--- src/rtl/memory_access_stage_if.sv ---
// Data-memory port between the MEM stage (master) and the data memory (slave).
// Handshake: MemReq/MemWe/MemAddr/MemWData are held stable while MemReq=1, and the cycle with MemAck=1 completes the request.
interface memory_access_stage_if;
  logic        MemReq;
  logic        MemWe;
  logic [31:0] MemAddr;
  logic [31:0] MemWData;
  logic        MemAck;
  logic [31:0] MemRData;

  modport master (
    output MemReq, MemWe, MemAddr, MemWData,
    input  MemAck, MemRData
  );

  modport slave (
    input  MemReq, MemWe, MemAddr, MemWData,
    output MemAck, MemRData
  );
endinterface

--- src/rtl/memory_access_stage.sv ---
// Pipeline MEM stage: issues loads/stores on a variable-latency memory port,
// stalls upstream while an access is outstanding, and registers the MEM/WB boundary.
module memory_access_stage #(
  parameter int TIMEOUT = 16
) (
  input  logic        Clk,
  input  logic        Rst,
  input  logic        Valid,
  input  logic [31:0] ALUResult,
  input  logic [31:0] ReadData2,
  input  logic [4:0]  RegDestAddress,
  input  logic        MemRead,
  input  logic        MemWrite,
  input  logic        MemtoReg,
  input  logic        RegWrite,
  memory_access_stage_if.master mem,
  output logic        Stall,
  output logic [31:0] WriteData,
  output logic [4:0]  WriteAddress,
  output logic        RegWrite_Out,
  output logic        Valid_Out,
  output logic        Error,
  output logic        DbgState
);

  localparam int CW = $clog2(TIMEOUT + 1);

  typedef enum logic {IDLE = 1'b0, ACCESS = 1'b1} stateT;

  stateT         state;
  logic [CW-1:0] waitCnt;

  logic memOp;
  logic aligned;
  logic startReq;
  logic timeoutHit;

  assign memOp      = Valid && (MemRead || MemWrite);
  assign aligned    = (ALUResult[1:0] == 2'b00);
  assign startReq   = (state == IDLE) && memOp && aligned;
  assign timeoutHit = (state == ACCESS) && !mem.MemAck && (waitCnt == CW'(TIMEOUT));

  // Upstream holds EX/MEM stable while stalled, so the request fields can
  // come straight from the inputs; reset kills the request immediately.
  assign mem.MemReq   = Rst && (startReq || (state == ACCESS));
  assign mem.MemWe    = MemWrite;
  assign mem.MemAddr  = ALUResult;
  assign mem.MemWData = ReadData2;

  assign Stall    = mem.MemReq && !mem.MemAck && !timeoutHit;
  assign DbgState = (state == ACCESS);

  always_ff @(posedge Clk or negedge Rst) begin
    if (!Rst) begin
      state        <= IDLE;
      waitCnt      <= '0;
      Error        <= 1'b0;
      WriteData    <= '0;
      WriteAddress <= '0;
      RegWrite_Out <= 1'b0;
      Valid_Out    <= 1'b0;
    end else begin
      case (state)
        IDLE: begin
          if (!Valid) begin
            Valid_Out    <= 1'b0;
            RegWrite_Out <= 1'b0;
          end else if (!memOp) begin
            WriteData    <= ALUResult;
            WriteAddress <= RegDestAddress;
            RegWrite_Out <= RegWrite;
            Valid_Out    <= 1'b1;
          end else if (!aligned) begin
            Error        <= 1'b1;
            WriteData    <= ALUResult;
            WriteAddress <= RegDestAddress;
            RegWrite_Out <= 1'b0;
            Valid_Out    <= 1'b1;
          end else if (mem.MemAck) begin
            WriteData    <= MemtoReg ? mem.MemRData : ALUResult;
            WriteAddress <= RegDestAddress;
            RegWrite_Out <= RegWrite;
            Valid_Out    <= 1'b1;
          end else begin
            Valid_Out    <= 1'b0;
            RegWrite_Out <= 1'b0;
            waitCnt      <= CW'(1);
            state        <= ACCESS;
          end
        end
        ACCESS: begin
          if (mem.MemAck) begin
            WriteData    <= MemtoReg ? mem.MemRData : ALUResult;
            WriteAddress <= RegDestAddress;
            RegWrite_Out <= RegWrite;
            Valid_Out    <= 1'b1;
            waitCnt      <= '0;
            state        <= IDLE;
          end else if (waitCnt == CW'(TIMEOUT)) begin
            // Abandon the access: the instruction retires without writeback.
            Error        <= 1'b1;
            WriteData    <= '0;
            WriteAddress <= RegDestAddress;
            RegWrite_Out <= 1'b0;
            Valid_Out    <= 1'b1;
            waitCnt      <= '0;
            state        <= IDLE;
          end else begin
            Valid_Out    <= 1'b0;
            RegWrite_Out <= 1'b0;
            waitCnt      <= waitCnt + CW'(1);
          end
        end
        default: begin
          state   <= IDLE;
          waitCnt <= '0;
        end
      endcase
    end
  end

endmodule

--- src/flat_wrapper.sv ---
// flat-port wrapper written by rule: the top's interface ports become plain ports
module memory_access_stage_flat 
#(
  parameter int TIMEOUT = 16
)
  (Clk, Rst, Valid, ALUResult, ReadData2, RegDestAddress, MemRead, MemWrite, MemtoReg, RegWrite, Stall, WriteData, WriteAddress, RegWrite_Out, Valid_Out, Error, DbgState, mem_MemReq, mem_MemWe, mem_MemAddr, mem_MemWData, mem_MemAck, mem_MemRData);
  memory_access_stage_if mem_i ();
  input  logic Clk;
  input  logic Rst;
  input  logic Valid;
  input  logic [31:0] ALUResult;
  input  logic [31:0] ReadData2;
  input  logic [4:0] RegDestAddress;
  input  logic MemRead;
  input  logic MemWrite;
  input  logic MemtoReg;
  input  logic RegWrite;
  output logic Stall;
  output logic [31:0] WriteData;
  output logic [4:0] WriteAddress;
  output logic RegWrite_Out;
  output logic Valid_Out;
  output logic Error;
  output logic DbgState;
  output wire logic [$bits(mem_i.MemReq)-1:0] mem_MemReq;
  output wire logic [$bits(mem_i.MemWe)-1:0] mem_MemWe;
  output wire logic [$bits(mem_i.MemAddr)-1:0] mem_MemAddr;
  output wire logic [$bits(mem_i.MemWData)-1:0] mem_MemWData;
  input wire logic [$bits(mem_i.MemAck)-1:0] mem_MemAck;
  input wire logic [$bits(mem_i.MemRData)-1:0] mem_MemRData;
  assign mem_MemReq = mem_i.MemReq;
  assign mem_MemWe = mem_i.MemWe;
  assign mem_MemAddr = mem_i.MemAddr;
  assign mem_MemWData = mem_i.MemWData;
  assign mem_i.MemAck = mem_MemAck;
  assign mem_i.MemRData = mem_MemRData;
  memory_access_stage #(.TIMEOUT(TIMEOUT)) u_core (.Clk(Clk), .Rst(Rst), .Valid(Valid), .ALUResult(ALUResult), .ReadData2(ReadData2), .RegDestAddress(RegDestAddress), .MemRead(MemRead), .MemWrite(MemWrite), .MemtoReg(MemtoReg), .RegWrite(RegWrite), .mem(mem_i), .Stall(Stall), .WriteData(WriteData), .WriteAddress(WriteAddress), .RegWrite_Out(RegWrite_Out), .Valid_Out(Valid_Out), .Error(Error), .DbgState(DbgState));
endmodule
--- config.mk ---
export PLATFORM = sky130hd
export DESIGN_NAME = memory_access_stage_flat
export DESIGN_NICKNAME = d
export VERILOG_FILES = /design/src/rtl/memory_access_stage_if.sv /design/src/rtl/memory_access_stage.sv /design/src/flat_wrapper.sv
export SDC_FILE = /design/constraint.sdc
export NUM_CORES = 1
export LEC_CHECK = 0
export CAP_MARGIN = 40
export CORE_AREA = 2 2 112 82
export DETAILED_ROUTE_END_ITERATION = 8
export DIE_AREA = 0 0 114 84
export HOLD_SLACK_MARGIN = 0.1
export PLACE_DENSITY = 0.85
export SYNTH_ARGS = -nofsm -noshare
export SYNTH_HDL_FRONTEND = slang
export SYNTH_SLANG_ARGS = --single-unit
export TNS_END_PERCENT = 10
--- constraint.sdc ---
create_clock -name Clk -period 5.5 [get_ports Clk]
set_clock_uncertainty 0.1 [all_clocks]
set_input_delay 0.825 -clock Clk [delete_from_list [all_inputs] [get_ports Clk]]
set_output_delay 0.825 -clock Clk [all_outputs]
set_load 0.01 [all_outputs]
==> results.md <==
- Clk_lat worst skew: between 0.2 and 0.3 ns
- Core area: about 8600 µm²
- Crit path max fanout: 31
- P_leak: around 1.8 nW
- Final Wtd Congestion: around 0.9
- H-Tree Level Count: 2
- Most common cell in the netlist: buf_4
- Startpoint types: primary input
- Slowest cell on crit path: a31o_2
- Setup TNS: 0 ns
- Initial DRC Count: roughly 210
- Antenna violations before repair: 0
- Slowest stage delay, CP: about 0.7 ns
- Relative slew slack: 51.2%
- Number of port buffers: between 150 and 200
- Fin util: 51.8%
- Tmin final: roughly 4.2 ns
- Final Max Tran Viols: 0
- Achievable Freq: between 0.2 and 0.25 GHz
- Wirelength, routed: 8710 µm
- PostCTS Resize Cnt: 0
- Area fraction of the dominant cell type after synthesis: between 30 and 40%
- Gr ovfl total: 0
- Async SR Flop Fraction: between 90% and 100%
- Synth Flop Type: dfrtp_1
- CTS tree: yes
- CTS sink cnt: 46
- Vias in the first global route: a little under 3000
- Synth cell count leaders: 65 x buf_4, 46 x dfrtp_1, 36 x inv_1
- Final hold slack: between 0.3 and 0.4 ns
- Max cap viols: 0
- VDD IR-drop max: between 0.1 and 0.15 mV
- Area grow syn2layout: 38.0%
- Status: finished clean
- Fin crit share: about 76%
- CP arrival: between 3 and 4 ns
- Nature of the critical path endpoint: output port
- DRC: 0
- Post-DP HPWL: between 6000 and 7000 µm
- Sequential-to-total area share from yosys stat: a little over a third
- Final #Nets: between 500 and 600
- CP Class: primary input to output port
- Post-Syn Instances: ~350
- Num CTS Buffers: 5
- Fillers: about 780
- DRT antenna net count: 0
- Fraction of layout cells with a size suffix above 1: under 10%
- First-pass GRT wire length: approximately 14000 µm
- Crit path top cell by count: clkdlybuf4s50_1
- Sequence of cells on the critical path: clkdlybuf4s50_1, nor2_1, a31o_2, and2_1, and3_1, clkdlybuf4s50_1
- Syn_nets: 460
- DIE AREA: between 9000 and 10000 µm²
- WL/cell: between 15 and 20 µm
- Global Route Usage Sum: a little under a fifth
- Yosys top cell by area: dfrtp_1
- Clock transition at path regs: about 0.070 ns
- I/O pin count: ~220
- Post-synth cell types: 36
- Post-CTS Setup Inserts: 0
- Row Count: 29
- # hold bufs at CTS: 0
- Synth warn: 0
- Post-synth EDFFs: 0
- Synth Register Bits: 46
- RSZ-0062 raised after global routing: false
- Hold Vio Cnt, Final: 0
- # setup viols final: 0
- Min-delay worst type: flop to flop
- Synth top area cells: dfrtp_1 35%, buf_4 15%, a41oi_1 8.4%
- CP required: around 4.6 ns
- Via count: between 2000 and 3000
- Die H: ~84 µm
- Pre-antenna DRT Iters: 4
- CP top delay family: buffers and inverters
- Vias per inst: ~5.4
- Slew @ Worst Pin: approximately 0.73 ns
- Post-Syn Area: ~3200 µm²
- Initial core utilization: a little under two fifths
- Inserted Diodes: 0
- Pwr dens: between 200 and 300 nW/µm²
- Pin count of the biggest net entering global routing: 48
- Syn avg cell area: ~9.3 µm²
- Die W: around 110 µm
- CTS root buffer: clkbuf_16
- Worst path bufs/invs: 2
- Clock tree buffer depth: 2
state kept, by name, indices dropped and copies added (netlist names):
register / cells
u_core.WriteData: 32
u_core.Valid_Out: 1
u_core.RegWrite_Out: 1
u_core.WriteAddress: 5
u_core.DbgState: 1
u_core.Error: 1
u_core.waitCnt: 5
stage by stage:
step | cells | area [µm²] | worst slack (ns) | power [W]
detailed placement | 526 | 4310 | 1.32 | 0.000801
global placement | 525 | 4300 | 1.40 | 0.000786
global route | 534 | 4480 | 1.19 | 0.00120
CTS | 534 | 4480 | 1.31 | 0.00115
floorplan | 349 | 3240 | 2.80 | 0.000634
finish | 534 | 4480 | 1.32 | 0.00114
metal layers:
metal	wire, µm	vias up	GRT usage (%)
met2	4010	151	29.5
met5	0	-	0
li1	-	1327	-
met1	3860	1379	24.1
met3	768	12	5.45
met4	68	0	4.66
worst paths after layout:
check | cells past startpoint | start | slack [ns] | to
max | 6 | ALUResult[0] | 1.32 | Stall
min | 2 | u_core.Error | 0.40 | u_core.Error
max reg2reg | 5 | u_core.DbgState | 3.14 | u_core.WriteData[19]
min reg2reg | 2 | u_core.Error | 0.40 | u_core.Error
max in group asynchronous | 2 | Rst | 4.34 | u_core.WriteData[19]
min in group asynchronous | 2 | Rst | 0.54 | u_core.WriteAddress[1]
worst min-delay path, cell delays in order (launching register included):
cell     delay [ns]
dfrtp_1        0.36
a21oi_1        0.05
o21ai_0        0.06
layout by cell type, fill, tap and decap left out, types with 2 or more instances in the layout:
| cell type | Yosys | routed |
|---|---|---|
| o22ai_1 | 22 | 22 |
| a21oi_1 | 34 | 34 |
| nand2b_1 | 31 | 31 |
| xnor2_1 | 2 | 2 |
| nand2_1 | 5 | 5 |
| ha_1 | 2 | 2 |
| clkdlybuf4s50_1 | 0 | 150 |
| nor2_1 | 5 | 5 |
| a41oi_1 | 31 | 31 |
| buf_2 | 6 | 2 |
| a22o_1 | 3 | 3 |
| dfrtp_1 | 46 | 46 |
| nand3_1 | 3 | 3 |
| buf_4 | 65 | 5 |
| nor2b_1 | 4 | 4 |
| a2bb2oi_1 | 2 | 2 |
| o21ai_0 | 3 | 3 |
| o221ai_1 | 2 | 2 |
| and3_1 | 3 | 3 |
| mux2_4 | 6 | 6 |
| clkbuf_16 | 0 | 5 |
| o22ai_2 | 9 | 9 |
| inv_1 | 36 | 36 |
logic make-up (layout without fill, tap and decap cells):
| logic type | count (synthesis) | in the layout | synth area share, % |
|---|---|---|---|
| AO/OA/AOI/OAI | 109 | 109 | 24.8 |
| multiplexers | 8 | 8 | 3.43 |
| buffers and inverters | 125 | 202 | 23.9 |
| adder cells (fa/ha/maj) | 2 | 2 | 0.771 |
| flip-flops | 46 | 46 | 35.5 |
| AND/OR/NAND/NOR | 57 | 57 | 11.0 |
| XOR/XNOR | 2 | 2 | 0.540 |
area by class of cell:
type | count | area [µm²] | area share (%)
timing repair buffer | 158 | 1560 | 34.9
multi-input combinational | 178 | 1330 | 29.6
sequential | 46 | 1150 | 25.7
inverter | 36 | 135 | 3.02
tap | 108 | 135 | 3.02
clock buffer | 6 | 129 | 2.88
clock inverter | 2 | 37.5 | 0.838
power breakdown:
group	switching, W	internal (W)	leakage [nW]
Sequential	0.0000318	0.000386	0.560
Clock	0.000128	0.000215	0.0771
Combinational	0.000163	0.000213	1.17
Total	0.000323	0.000814	1.81
No activity file was read; power rests on OpenSTA's default activity.
